## config.mk

```make
export PLATFORM = sky130hd
export DESIGN_NAME = alu_cmd_driver_flat
export DESIGN_NICKNAME = d
export VERILOG_FILES = /design/src/rtl/alu_cmd_driver_if.sv /design/src/rtl/alu_cmd_driver.sv /design/src/flat_wrapper.sv
export SDC_FILE = /design/constraint.sdc
export NUM_CORES = 1
export LEC_CHECK = 0
export CELL_PAD_IN_SITES_DETAIL_PLACEMENT = 1
export CELL_PAD_IN_SITES_GLOBAL_PLACEMENT = 1
export CORE_MARGIN = 2
export CORE_UTILIZATION = 45
export DETAILED_ROUTE_END_ITERATION = 7
export PLACE_DENSITY_LB_ADDON = 0.1
export SYNTH_ARGS = -nofsm -noshare
export SYNTH_HDL_FRONTEND = slang
export SYNTH_SLANG_ARGS = --single-unit
```

## constraint.sdc

```tcl
create_clock -name clk -period 4.1 [get_ports clk]
set_input_delay 1.23 -clock clk [delete_from_list [all_inputs] [get_ports clk]]
set_output_delay 1.23 -clock clk [all_outputs]
set_load 0.02 [all_outputs]
```

## src/rtl/alu_cmd_driver_if.sv

```systemverilog
// Command and response streams between an initiator and alu_cmd_driver.
// Both streams are valid/ready: a transfer happens on a rising edge where valid && ready; once valid is raised the payload holds until that edge.
interface alu_cmd_driver_if #(
  parameter int TAG_W = 4
);
  logic             cmd_valid;
  logic             cmd_ready;
  logic [3:0]       cmd_op;
  logic [31:0]      cmd_a;
  logic [31:0]      cmd_b;
  logic [TAG_W-1:0] cmd_tag;

  logic             rsp_valid;
  logic             rsp_ready;
  logic [31:0]      rsp_result;
  logic             rsp_zero;
  logic [TAG_W-1:0] rsp_tag;
  logic             rsp_err;

  modport master (
    output cmd_valid, cmd_op, cmd_a, cmd_b, cmd_tag, rsp_ready,
    input  cmd_ready, rsp_valid, rsp_result, rsp_zero, rsp_tag, rsp_err
  );

  modport slave (
    input  cmd_valid, cmd_op, cmd_a, cmd_b, cmd_tag, rsp_ready,
    output cmd_ready, rsp_valid, rsp_result, rsp_zero, rsp_tag, rsp_err
  );
endinterface

```

## src/rtl/alu_cmd_driver.sv

```systemverilog
// Queues tagged ALU commands, issues them one at a time to a registered ALU and returns in-order responses.
// Optional result/zero consistency checker enabled by defining ALU_DRIVER_CHECK_EN.
module alu_cmd_driver #(
  parameter int CMD_DEPTH = 4,
  parameter int TAG_W     = 4
) (
  input  logic          clk,
  input  logic          rst_n,
  alu_cmd_driver_if.slave bus,
  output logic [31:0]   alu_a,
  output logic [31:0]   alu_b,
  output logic [3:0]    alu_op,
  input  logic [31:0]   alu_result,
  input  logic          alu_zero,
  output logic          busy,
`ifdef ALU_DRIVER_CHECK_EN
  output logic          chk_fail,
`endif
  output logic [2:0]    state_dbg
);
  localparam int PTR_W = $clog2(CMD_DEPTH);
  localparam int CNT_W = PTR_W + 1;

  typedef enum logic [2:0] {
    S_IDLE,
    S_ISSUE,
    S_WAIT_RES,
    S_WAIT_ZERO,
    S_RESP
  } state_t;

  typedef struct packed {
    logic [3:0]       op;
    logic [31:0]      a;
    logic [31:0]      b;
    logic [TAG_W-1:0] tag;
  } cmd_t;

  cmd_t             mem [CMD_DEPTH];
  cmd_t             head;
  logic [PTR_W-1:0] wr_ptr, rd_ptr;
  logic [CNT_W-1:0] count, count_next;
  logic             push, pop, fifo_empty;
  logic             cmd_ready_q;

  state_t           state, state_next;
  logic             load_legal, load_illegal;

  logic [31:0]      rsp_result_q;
  logic             rsp_zero_q;
  logic [TAG_W-1:0] rsp_tag_q;
  logic             rsp_err_q;

  assign head       = mem[rd_ptr];
  assign fifo_empty = (count == '0);
  assign push       = bus.cmd_valid && cmd_ready_q;

  always_comb begin
    count_next = count;
    if (push && !pop)      count_next = count + CNT_W'(1);
    else if (!push && pop) count_next = count - CNT_W'(1);
  end

  always_ff @(posedge clk) begin
    if (push) mem[wr_ptr] <= '{op: bus.cmd_op, a: bus.cmd_a, b: bus.cmd_b, tag: bus.cmd_tag};
  end

  // Ready is registered from the next count, so a pop while full only frees the slot next cycle.
  always_ff @(posedge clk) begin
    if (!rst_n) begin
      wr_ptr      <= '0;
      rd_ptr      <= '0;
      count       <= '0;
      cmd_ready_q <= 1'b1;
    end else begin
      if (push) wr_ptr <= wr_ptr + PTR_W'(1);
      if (pop)  rd_ptr <= rd_ptr + PTR_W'(1);
      count       <= count_next;
      cmd_ready_q <= (count_next != CNT_W'(CMD_DEPTH));
    end
  end

  always_ff @(posedge clk) begin
    if (!rst_n) state <= S_IDLE;
    else        state <= state_next;
  end

  always_comb begin
    state_next   = state;
    pop          = 1'b0;
    load_legal   = 1'b0;
    load_illegal = 1'b0;
    case (state)
      S_IDLE: begin
        if (!fifo_empty) begin
          pop = 1'b1;
          if (head.op[3]) begin
            load_illegal = 1'b1;
            state_next   = S_RESP;
          end else begin
            load_legal = 1'b1;
            state_next = S_ISSUE;
          end
        end
      end
      S_ISSUE:     state_next = S_WAIT_RES;
      S_WAIT_RES:  state_next = S_WAIT_ZERO;
      S_WAIT_ZERO: state_next = S_RESP;
      S_RESP:      if (bus.rsp_ready) state_next = S_IDLE;
      default:     state_next = S_IDLE;
    endcase
  end

  // The ALU zero flag trails its result by one cycle, hence the two capture states.
  always_ff @(posedge clk) begin
    if (!rst_n) begin
      alu_a        <= '0;
      alu_b        <= '0;
      alu_op       <= '0;
      rsp_result_q <= '0;
      rsp_zero_q   <= 1'b0;
      rsp_tag_q    <= '0;
      rsp_err_q    <= 1'b0;
`ifdef ALU_DRIVER_CHECK_EN
      chk_fail     <= 1'b0;
`endif
    end else begin
      if (load_legal) begin
        alu_a     <= head.a;
        alu_b     <= head.b;
        alu_op    <= head.op;
        rsp_tag_q <= head.tag;
        rsp_err_q <= 1'b0;
      end
      if (load_illegal) begin
        rsp_result_q <= '0;
        rsp_zero_q   <= 1'b1;
        rsp_err_q    <= 1'b1;
        rsp_tag_q    <= head.tag;
      end
      if (state == S_WAIT_RES) rsp_result_q <= alu_result;
      if (state == S_WAIT_ZERO) begin
        rsp_zero_q <= alu_zero;
`ifdef ALU_DRIVER_CHECK_EN
        if (alu_zero != (rsp_result_q == 32'd0)) begin
          rsp_err_q <= 1'b1;
          chk_fail  <= 1'b1;
        end
`endif
      end
    end
  end

  assign bus.cmd_ready  = cmd_ready_q;
  assign bus.rsp_valid  = (state == S_RESP);
  assign bus.rsp_result = rsp_result_q;
  assign bus.rsp_zero   = rsp_zero_q;
  assign bus.rsp_tag    = rsp_tag_q;
  assign bus.rsp_err    = rsp_err_q;
  assign busy           = (state != S_IDLE) || !fifo_empty;
  assign state_dbg      = state;
endmodule
```

## src/flat_wrapper.sv

```systemverilog
// flat-port wrapper written by rule: the top's interface ports become plain ports
module alu_cmd_driver_flat 
#(
  parameter int CMD_DEPTH = 4,
  parameter int TAG_W     = 4
)
  (clk, rst_n, alu_a, alu_b, alu_op, alu_result, alu_zero, busy, state_dbg, bus_cmd_valid, bus_cmd_op, bus_cmd_a, bus_cmd_b, bus_cmd_tag, bus_rsp_ready, bus_cmd_ready, bus_rsp_valid, bus_rsp_result, bus_rsp_zero, bus_rsp_tag, bus_rsp_err);
  alu_cmd_driver_if #(.TAG_W(TAG_W)) bus_i ();
  input  logic clk;
  input  logic rst_n;
  output logic [31:0] alu_a;
  output logic [31:0] alu_b;
  output logic [3:0] alu_op;
  input  logic [31:0] alu_result;
  input  logic alu_zero;
  output logic busy;
  output logic [2:0] state_dbg;
  input wire logic [$bits(bus_i.cmd_valid)-1:0] bus_cmd_valid;
  input wire logic [$bits(bus_i.cmd_op)-1:0] bus_cmd_op;
  input wire logic [$bits(bus_i.cmd_a)-1:0] bus_cmd_a;
  input wire logic [$bits(bus_i.cmd_b)-1:0] bus_cmd_b;
  input wire logic [$bits(bus_i.cmd_tag)-1:0] bus_cmd_tag;
  input wire logic [$bits(bus_i.rsp_ready)-1:0] bus_rsp_ready;
  output wire logic [$bits(bus_i.cmd_ready)-1:0] bus_cmd_ready;
  output wire logic [$bits(bus_i.rsp_valid)-1:0] bus_rsp_valid;
  output wire logic [$bits(bus_i.rsp_result)-1:0] bus_rsp_result;
  output wire logic [$bits(bus_i.rsp_zero)-1:0] bus_rsp_zero;
  output wire logic [$bits(bus_i.rsp_tag)-1:0] bus_rsp_tag;
  output wire logic [$bits(bus_i.rsp_err)-1:0] bus_rsp_err;
  assign bus_i.cmd_valid = bus_cmd_valid;
  assign bus_i.cmd_op = bus_cmd_op;
  assign bus_i.cmd_a = bus_cmd_a;
  assign bus_i.cmd_b = bus_cmd_b;
  assign bus_i.cmd_tag = bus_cmd_tag;
  assign bus_i.rsp_ready = bus_rsp_ready;
  assign bus_cmd_ready = bus_i.cmd_ready;
  assign bus_rsp_valid = bus_i.rsp_valid;
  assign bus_rsp_result = bus_i.rsp_result;
  assign bus_rsp_zero = bus_i.rsp_zero;
  assign bus_rsp_tag = bus_i.rsp_tag;
  assign bus_rsp_err = bus_i.rsp_err;
  alu_cmd_driver #(.CMD_DEPTH(CMD_DEPTH), .TAG_W(TAG_W)) u_core (.clk(clk), .rst_n(rst_n), .bus(bus_i), .alu_a(alu_a), .alu_b(alu_b), .alu_op(alu_op), .alu_result(alu_result), .alu_zero(alu_zero), .busy(busy), .state_dbg(state_dbg));
endmodule
```

==> tab_implementation.tex <==
\begin{tabular}{lr}
\hline
Metric & Value \\
\hline
\multicolumn{2}{l}{\textbf{Outcome}} \\
Run status & completed \\
\multicolumn{2}{l}{\textbf{Final layout}} \\
Post-route non-filler standard cell count & 1585 \\
Area used by multi-input combinational logic & $\sim$3400 sq um \\
Flip-flop and latch area & 11040 sq um \\
Filler cell count in the final layout & around 3000 \\
Most common cell after layout, fill and taps aside & sky130\_fd\_sc\_hd\_\_edfxtp\_1 \\
Number of nets in the finished design & $\sim$1200 \\
Share of cells above drive strength 1 & around 14\% \\
Layout overhead on the synthesized area & 28.84\% \\
Ant diodes & 0 \\
Commonest cells after routing, fill and taps aside & sky130\_fd\_sc\_hd\_\_edfxtp\_1, sky130\_fd\_sc\_hd\_\_clkdlybuf4s50\_1, sky130\_fd\_sc\_hd\_\_nand2\_1 \\
\multicolumn{2}{l}{\textbf{Die}} \\
Number of I/O pins & 221 \\
Die width & approximately 180 microns \\
Initial core utilization & 45.28\% \\
Overall die height & $\sim$180 microns \\
Count of standard-cell rows & 66 \\
Die Outline Area & 33950 sq um \\
Placeable core area & 32290 sq um \\
\multicolumn{2}{l}{\textbf{Critical path}} \\
Buffers and inverters on the worst path & 2 \\
Path depth of the worst reg2reg path & 4 \\
Biggest fanout along the worst timing path & 8 \\
Cells traversed along the worst timing path & inv\_1, ha\_1, nor2b\_1, nand2\_1, clkdlybuf4s50\_1 \\
Worst reg2reg endpoint & u\_core.alu\_b[8] \\
Crit path launch type & flip-flop \\
Category of the worst setup path capture point & output port \\
Worst Path Class, Setup & flip-flop to output port \\
Crit path max-delay family & buffers and inverters \\
Arrival time worst endpoint & 2350 ps \\
Reg-to-reg setup timing slack & approximately 1500 ps \\
Maximum cell stage delay along the critical path & $\sim$600 ps \\
Endpoint required time on the critical path & between 2000 and 3000 ps \\
Worst-path cell with the longest stage delay & sky130\_fd\_sc\_hd\_\_clkdlybuf4s50\_1 \\
\multicolumn{2}{l}{\textbf{Power and ir drop}} \\
Pint & 9317 uW \\
Total power per unit cell area & 714.7 nW/um\^{}2 \\
Switching power summed over all nets & roughly 4100 uW \\
Leakage Power & about 0.0061 uW \\
Net switching share of the total power & between 30\% and 40\% \\
Post-layout power & 13460 uW \\
Maximum vdd drop & 0.0004319 V \\
Sequential fraction of design power & 40.8\% \\
Share of total power in the clock network & 30.2\% \\
Logic pwr share & 29.0\% \\
\multicolumn{2}{l}{\textbf{Routing}} \\
Sum of routed wire length over all layers & 33.35 mm \\
Number of nets with antenna violations after routing & 0 \\
DR vias & 8268 \\
Ratio of routed vias to standard cells & roughly 5.2 \\
Routed wirelength normalized by instance count & $\sim$21 microns \\
Count of routing violations after the opening detailed-route iteration & 440 \\
First drt pass iteration count & 4 \\
Final routed DRC violation total & 0 \\
\multicolumn{2}{l}{\textbf{Placement}} \\
Count of buffers inserted at the top-level ports & 220 \\
Final HPWL DP & 20.09 mm \\
RD Place Congestion & 0.7286 \\
Post-placement cell count & roughly 1500 \\
Setup WS pre-CTS & 1054 ps \\
\multicolumn{2}{l}{\textbf{Global route}} \\
Overall Global Routing Usage & around a fifth \\
Initial antenna violation count & 1 \\
Pin count of the biggest net entering global routing & 76 \\
Aggregate global routing overflow & 0 \\
Most Used Layer, Global Route & met2 \\
Global routing met1 resource utilization & 25.80\% \\
Met2 track utilization from global routing & between 30 and 40\% \\
Vias in the first global route & 8925 \\
Wire length of the first global-routing pass & 51.14 mm \\
Grt met3 use & 3.853\% \\
\multicolumn{2}{l}{\textbf{Timing}} \\
Worst hold slack & 452.6 ps \\
Final Max Slew Viols & 0 \\
Final-report setup violation count & 0 \\
Unrepaired setup endpoints after global routing & no \\
Worst-case headroom to the max-slew limit & 29.65\% \\
Highest achievable clock rate & 279.0 MHz \\
Final hold violations & 0 \\
Post-route worst setup slack & 515.5 ps \\
Post-route clock period utilization & 87.43\% \\
Final setup TNS & 0 ps \\
Transition time at the pin with the least slew margin & 1055 ps \\
Post-layout min period & 3585 ps \\
Final worst clock skew & $\sim$16 ps \\
\multicolumn{2}{l}{\textbf{Logic synthesis}} \\
Distinct cell type count of the synthesized netlist & 36 \\
Post-synthesis async set-or-reset flop share & 0\% \\
Total nets after synthesis & 1002 \\
Warning count from the yosys run & 0 \\
Area of the mapped netlist & 14620 sq um \\
Mean instance size in the synthesized netlist & 16.50 sq um \\
Proportion of synthesized chip area in sequential cells & $\sim$75\% \\
Main flop type after synthesis & sky130\_fd\_sc\_hd\_\_edfxtp\_1 \\
Post-synthesis sequential element count & 407 \\
Number of instances in the synthesized netlist & 886 \\
Number of flops mapped to enable cells by yosys & 288 \\
\multicolumn{2}{l}{\textbf{Clock tree}} \\
Clock latency of the later-clocked register in the worst-skew pair & 530 ps \\
Clock tree from TritonCTS & done \\
Hold-fix buffers at CTS & 0 \\
Clock buffers created by TritonCTS & 42 \\
Maximum number of buffers from clock root to sink & 3 \\
Clock root buffer & sky130\_fd\_sc\_hd\_\_clkbuf\_16 \\
Buffers inserted during post-CTS setup optimization & 0 \\
Clock transition at the register clock pins on the worst setup and hold paths after CTS & 60 ps \\
Number of gates given a new drive strength after cts & 0 \\
CTS H-Tree Depth & 2 \\
Clock tree sinks & 407 \\
\multicolumn{2}{l}{\textbf{Worst hold path}} \\
Hold path startpoint & u\_core.alu\_a[4] \\
WHS Endpoint & u\_core.alu\_a[4] \\
Worst Hold Path Cells & 2 \\
Class of the tightest hold or removal check & flip-flop to flip-flop \\
\multicolumn{2}{l}{\textbf{Job}} \\
Number of max-capacitance violations reported & 0 \\
\hline
\end{tabular}
cell type report:
type / count / share of cell area (%)
inverters: 5 / 0.1129
clock buffers: 52 / 6.104
multi-input cells: 420 / 17.89
flip-flops and latches: 407 / 58.59
repair buffers: 234 / 12.58
clock inverters: 25 / 1.787
well taps: 442 / 2.936
cells in the mapped netlist (3+ instances only):
cell type,n,share of area [%]
sky130_fd_sc_hd__a22oi_1,32,1.6
sky130_fd_sc_hd__inv_1,4,0.10
sky130_fd_sc_hd__xnor2_1,3,0.18
sky130_fd_sc_hd__and3_1,7,0.30
sky130_fd_sc_hd__nor3_1,10,0.34
sky130_fd_sc_hd__edfxtp_1,288,59
sky130_fd_sc_hd__clkbuf_1,33,0.85
sky130_fd_sc_hd__a21oi_1,74,2.5
sky130_fd_sc_hd__dfxtp_1,119,16
sky130_fd_sc_hd__nor2_1,42,1.1
sky130_fd_sc_hd__buf_6,3,0.23
sky130_fd_sc_hd__mux4_2,72,11
sky130_fd_sc_hd__buf_2,16,0.55
sky130_fd_sc_hd__nand2_1,148,3.8
sky130_fd_sc_hd__ha_1,7,0.60
worst max path at each step:
stage	startpoint	endpoint	slack, ps	depth (start not counted)
global placement	u_core.count[0]	busy	1090	5
detailed placement	u_core.count[0]	busy	1050	5
finish	u_core.count[0]	busy	520	5
global route	u_core.count[0]	busy	310	5
CTS	u_core.count[0]	busy	490	5
floorplan	bus_cmd_valid	u_core.mem[0][0]	690	1
per-stage QoR:
step,utilization (%),cell area [sq um]
floorplan,-,14620
global placement,53.74,17350
detailed placement,53.74,17350
CTS,58.34,18840
global route,58.34,18840
finish,58.34,18840
tightest hold or removal path, cell delays in order (launching register included):
cell	delay (ps)
sky130_fd_sc_hd__dfxtp_1	310
sky130_fd_sc_hd__nand2_1	50
sky130_fd_sc_hd__a21oi_1	50
power groups by stage:
stage	sequential, uW	combinational [uW]	clock, uW
final	5490	3910	4060
after global routing	5580	4260	4290
after CTS	5510	3990	4140
after detailed placement	5580	3970	0
after global placement	5550	3940	0
after floorplan	5910	2040	0
cell families after synthesis:
| logic type | synth area share, % |
|---|---|
| AO/OA/AOI/OAI | 4.612 |
| XOR/XNOR | 0.2396 |
| adder cells (fa/ha/maj) | 0.5990 |
| buffers and inverters | 1.806 |
| flip-flops | 75.44 |
| multiplexers | 11.09 |
| AND/OR/NAND/NOR | 6.213 |
routing by layer:
layer | vias up | share of wire, %
met2 | 237 | 50
met5 | - | 0.039
li1 | 3795 | -
met1 | 4193 | 43
met4 | 2 | 1.8
met3 | 41 | 5.4
state kept, by name, indices dropped and copies added, names as in the netlist, named ones only:
name	cells
u_core.bus.rsp_zero	1
u_core.count	3
u_core.alu_b	32
u_core.alu_a	32
u_core.mem	288
u_core.alu_op	4
u_core.bus.cmd_ready	1
u_core.state_dbg	3
u_core.bus.rsp_tag	4
u_core.bus.rsp_result	32
u_core.bus.rsp_err	1
u_core.wr_ptr	2
u_core.rd_ptr	2
No activity file was read; power rests on OpenSTA's default activity.
==> edit 1 (config.mk and constraints unchanged) <==
`TAG_W` is set to 4 in 3 places; all go to 5.
--- a/src/rtl/alu_cmd_driver_if.sv
+++ b/src/rtl/alu_cmd_driver_if.sv
@@ -1,7 +1,7 @@
 // Command and response streams between an initiator and alu_cmd_driver.
 // Both streams are valid/ready: a transfer happens on a rising edge where valid && ready; once valid is raised the payload holds until that edge.
 interface alu_cmd_driver_if #(
-  parameter int TAG_W = 4
+  parameter int TAG_W = 5
 );
   logic             cmd_valid;
   logic             cmd_ready;
--- a/src/rtl/alu_cmd_driver.sv
+++ b/src/rtl/alu_cmd_driver.sv
@@ -2,7 +2,7 @@
 // Optional result/zero consistency checker enabled by defining ALU_DRIVER_CHECK_EN.
 module alu_cmd_driver #(
   parameter int CMD_DEPTH = 4,
-  parameter int TAG_W     = 4
+  parameter int TAG_W     = 5
 ) (
   input  logic          clk,
   input  logic          rst_n,
--- a/src/flat_wrapper.sv
+++ b/src/flat_wrapper.sv
@@ -2,7 +2,7 @@
 module alu_cmd_driver_flat 
 #(
   parameter int CMD_DEPTH = 4,
-  parameter int TAG_W     = 4
+  parameter int TAG_W     = 5
 )
   (clk, rst_n, alu_a, alu_b, alu_op, alu_result, alu_zero, busy, state_dbg, bus_cmd_valid, bus_cmd_op, bus_cmd_a, bus_cmd_b, bus_cmd_tag, bus_rsp_ready, bus_cmd_ready, bus_rsp_valid, bus_rsp_result, bus_rsp_zero, bus_rsp_tag, bus_rsp_err);
   alu_cmd_driver_if #(.TAG_W(TAG_W)) bus_i ();
Interface: changed (resized bus_cmd_tag and bus_rsp_tag); port bits go from 221 to 223. No check against the original RTL was run, so the function may have changed too.
==> edit 1 against the unedited design <==
Clock power down 11%. Sequential cell count up 5. Setup slack worse by 0.056 ns. Non-clock buffer count up 7. Count of clock-buffer cells in the layout up 5. Routed wire length down 0.20%. Cell area up 0.21%. Clock skew up 0.00093 ns. Area after synthesis up 1.2%. Via count up 1.9%. Worst hold slack worse by 0.0011 ns. Power down 2.2%. Register-to-register slack worse by 0.18 ns. Critical path type unchanged. Largest cell class unchanged.
==> edit 1: results (changes against the unedited design) <==
Status
  – Status: completed

Layout
  – Finished Layout Cells: 1,605 (+1.3%)
  – Share of cells above drive strength 1: 0.145 (+0.000221)
  – # fillers: 3,023 (+1.6%)
  – Layout Nets: 1,244 (+1.5%)

STA
  – Clock Skew: 0.0174 ns (+0.000925 ns)
  – Final hold slack: 0.452 ns (-0.00109 ns)
  – Final WS setup: 0.459 ns (-0.0564 ns)
  – Worst Tran Pin Value: 1.11 ns (+0.0536 ns)

Placed design
  – Placed instance area: 17,600 sq um (+1.2%)
  – Final Wtd Congestion: 0.741 (+1.7%)
  – Placed Cells: 1,524 (+1.1%)
  – Pre-CTS WS: 1.01 ns (-0.0471 ns)
  – Number of I/O port buffers: 222 (+0.91%)
  – Hpwl dp: 20.5 mm (+1.8%)

Power and ir drop
  – Worst vdd ir: 0.486 mV (+12%)
  – P per Cell Area: 697 nW/um^2 (-2.4%)
  – Int Pwr: 8.98 mW (-3.6%)
  – Seq pwr share: 0.418 (+0.010)
  – Lkg Pwr: 6.16 nW (+0.19%)
  – Clk. pwr: 3.62 mW (-11%)

Synthesis
  – Post-synthesis compound-gate area fraction: 0.0459 (-0.000208)
  – Multiplexer share of the synthesized area: 0.111 (+0.000209)
  – Commonest cells post-synth: edfxtp_1, nand2_1, dfxtp_1
  – Post-synth EDFFs: 292 (+1.4%)
  – Post-Synth Adder-Cell Area: 0.00592 (-0.0000709)
  – Seq/Total Area, Yosys: 0.755 (about the same)
  – Most area-consuming cells after synthesis: edfxtp_1, dfxtp_1, mux4_2
  – Synth Area in XOR/XNOR: 0.00237 (-0.0000284)
  – Post-Syn Area per Cell: 16.5 sq um (+0.18%)

Critical path
  – Reg2Reg Depth: 7 (+3)
  – Reg2reg end: u_core.alu_b[31]
  – Critical-path top delay cell: clkdlybuf4s50_1
  – R2r setup slk: 1.33 ns (-0.18 ns)
  – Worst EP arrival: 2.41 ns (+0.06 ns)

Hold path
  – Hold path endpoint: u_core.alu_a[11]
  – HP Start: u_core.alu_a[11]

Routing
  – Vias per inst: 5.25 (+0.64%)
  – Initial drt markers: 525 (+19%)
  – WL final: 33.3 mm (-0.20%)

Global route
  – First-pass GRT wire length: 51.3 mm (+0.22%)
  – All-layer global routing usage: 0.198 (-0.000638)
  – Largest net degree at the start of global routing: 73 (-3.9%)
  – Number of global-route vias before repair: 8,980 (+0.62%)
-- edit 1: layout make-up --
type / instances / area, sq um / share of cell area
Inverter: 5 / 21.3 / 0.00113
Clock inverter: 23 / 159 / 0.00842
Sequential cell: 412 / 11200 / 0.592
Clock buffer: 57 / 1160 / 0.0614
Timing Repair Buffer: 241 / 2400 / 0.127
Tap cell: 442 / 553 / 0.0293
Multi-Input combinational cell: 424 / 3400 / 0.180
Antenna cell: 1 / 2.50 / 0.000133
-- edit 1: routing by layer --
metal,GRT usage,up-vias,part of all wire
met3,0.0385,53,0.061
met4,0.0575,0,0.021
met5,0,-,0
met2,0.332,252,0.49
met1,0.263,4260,0.43
li1,-,3861,-
-- edit 1: worst register-to-register path, stage by stage (launching register included) --
cell and delay [ns]:
dfxtp_1 0.35, inv_1 0.12, ha_1 0.18, nor2b_1 0.52, or3_2 0.66, buf_4 0.54, nand2_1 0.14, a21oi_1 0.19
==> edit 2 (config.mk and constraints unchanged) <==
Without the edit above. Register the output `state_dbg` once more, with the module's reset; this adds one clock of latency there. The other outputs are not delayed to match.
--- a/src/rtl/alu_cmd_driver.sv
+++ b/src/rtl/alu_cmd_driver.sv
@@ -158,5 +158,11 @@
   assign bus.rsp_tag    = rsp_tag_q;
   assign bus.rsp_err    = rsp_err_q;
   assign busy           = (state != S_IDLE) || !fifo_empty;
-  assign state_dbg      = state;
+  always_ff @(posedge clk) begin
+    if (!rst_n) begin
+      state_dbg <= '0;
+    end else begin
+      state_dbg <= state;
+    end
+  end
 endmodule
Formal check against the unedited RTL: not equivalent (Yosys sat finds a counterexample within 4 cycles, from zero or initial values and one cycle with rst_n low).
==> edit 2 against the unedited design <==
Power is 2.0% lower. Routed wire length is 0.17% lower. Setup slack worse by 0.048 ns. Combinational power hardly changed. Cell area hardly changed. Area after synthesis is 0.54% higher. Sequential cell count is 3 higher. Count of clock-buffer cells in the layout is 1 higher. Global-route usage is 0.25 points lower. Largest power group unchanged. Highest routed layer is now met4.
==> edit 2: results (changes against the unedited design) <==
Status
  – Status: completed

Hold path
  – HP Start: u_core.alu_a[15]

Critical path
  – Worst EP arrival: 2.40 ns (+0.05 ns)

Global route
  – Met1 GRT Util: 0.259 (+0.00116)
  – M3 GR Usage: 0.0387 (+0.000198)
  – Initial antenna violation count: 2 (+1)
  – Met2 Usage GRT: 0.336 (-0.00685)
  – Number of global-route vias before repair: 8,869 (-0.63%)
  – All-layer global routing usage: 0.196 (-0.00245)
  – Largest net degree at the start of global routing: 72 (-5.3%)
  – First-pass GRT wire length: 51.0 mm (-0.35%)

Routing
  – DR vias: 8,256 (-0.15%)
  – Met3 routed WL: 1.94 mm (+8.4%)
  – Pre-antenna DRT Iters: 4 (unchanged)
  – Wl on met1: 14.3 mm (-0.28%)
  – Initial drt markers: 530 (+20%)
  – Avg WL per Cell: 20.8 microns (-0.98%)
  – WL met2: 16.4 mm (-1.2%)
  – Highest Signal Layer: met4

Power and ir drop
  – Worst vdd ir: 0.395 mV (-8.6%)
  – Clk. pwr: 3.74 mW (-7.9%)
  – Switching Fraction: 0.312 (+0.00442)
  – Lkg Pwr: 6.15 nW (about the same)
  – Seq pwr share: 0.419 (+0.011)

Placed design
  – Final Wtd Congestion: 0.719 (-1.4%)
  – Hpwl dp: 20.6 mm (+2.5%)

Layout
  – Layout Nets: 1,237 (+0.90%)
  – Share of cells above drive strength 1: 0.142 (-0.00224)

Synthesis
  – Post-synth net total: 1,009 (+0.70%)
  – Commonest cells post-synth: edfxtp_1, nand2_1, dfxtp_1
  – Most area-consuming cells after synthesis: edfxtp_1, dfxtp_1, mux4_2
  – Seq/Total Area, Yosys: 0.754 (about the same)

CTS
  – CTS clk-pin slew, worst paths: 0.06 ns (about the same)
  – Num CTS Buffers: 42 (unchanged)
  – Max Root-Sink Buffers: 3 (unchanged)
  – CTS Root Cell: clkbuf_16

STA
  – Slew margin rel.: 0.275 (-0.0216)
  – Clock Skew: 0.0198 ns (+0.00337 ns)
-- edit 2: cell types whose count changed after synthesis --
cell and delta:
buf_2 -3, buf_1 +2, dfxtp_1 +3, and2_1 +3, clkbuf_1 +2
-- edit 2: through the flow --
stage	utilization	total power, mW	worst slack (ns)	instances	instance area, sq um
after CTS	0.582	13.4	0.438	1596	18800
after detailed placement	0.540	9.60	1.01	1519	17500
after global placement	0.540	9.49	1.05	1519	17500
after global routing	0.582	13.9	0.320	1597	18800
final	0.582	13.2	0.468	1598	18800
after floorplan	-	7.98	0.693	893	14700
-- edit 2: path summary, 6_finish.rpt --
| check | to | slack [ns] | depth (start not counted) |
|---|---|---|---|
| hold reg to reg | u_core.alu_a[15] | 0.45 | 2 |
| hold / removal | u_core.alu_a[15] | 0.45 | 2 |
| setup reg to reg | u_core.alu_op[3] | 1.22 | 4 |
| setup / recovery | busy | 0.47 | 5 |
-- edit 2: cells by family (layout without fill, tap and decap cells) --
logic type | after synthesis | count (layout) | synth area share
compound gates | 115 | 115 | 0.0459
other cells | 0 | 2 | 0
xor+xnor | 4 | 4 | 0.00238
fa+ha+maj | 7 | 7 | 0.00596
mux | 72 | 72 | 0.110
buf+inv | 60 | 321 | 0.0180
flops | 410 | 410 | 0.754
simple gates | 225 | 225 | 0.0631
-- edit 2: layout make-up --
class	instances	area [sq um]
clock inverters	24	219
flip-flops and latches	410	11100
repair buffers	239	2430
multi-input cells	423	3380
fillers	2996	13500
clock buffers	53	1130
inverters	5	21.3
well taps	442	553
diodes	2	5.00
-- edit 2: worst reg2reg max path, delay by kind of cell, from the launching register on --
kind / cells / cell delay [ns]
flops: 1 / 0.64
mux: 1 / 0.66
buf+inv: 1 / 0.43
simple gates: 2 / 1.05
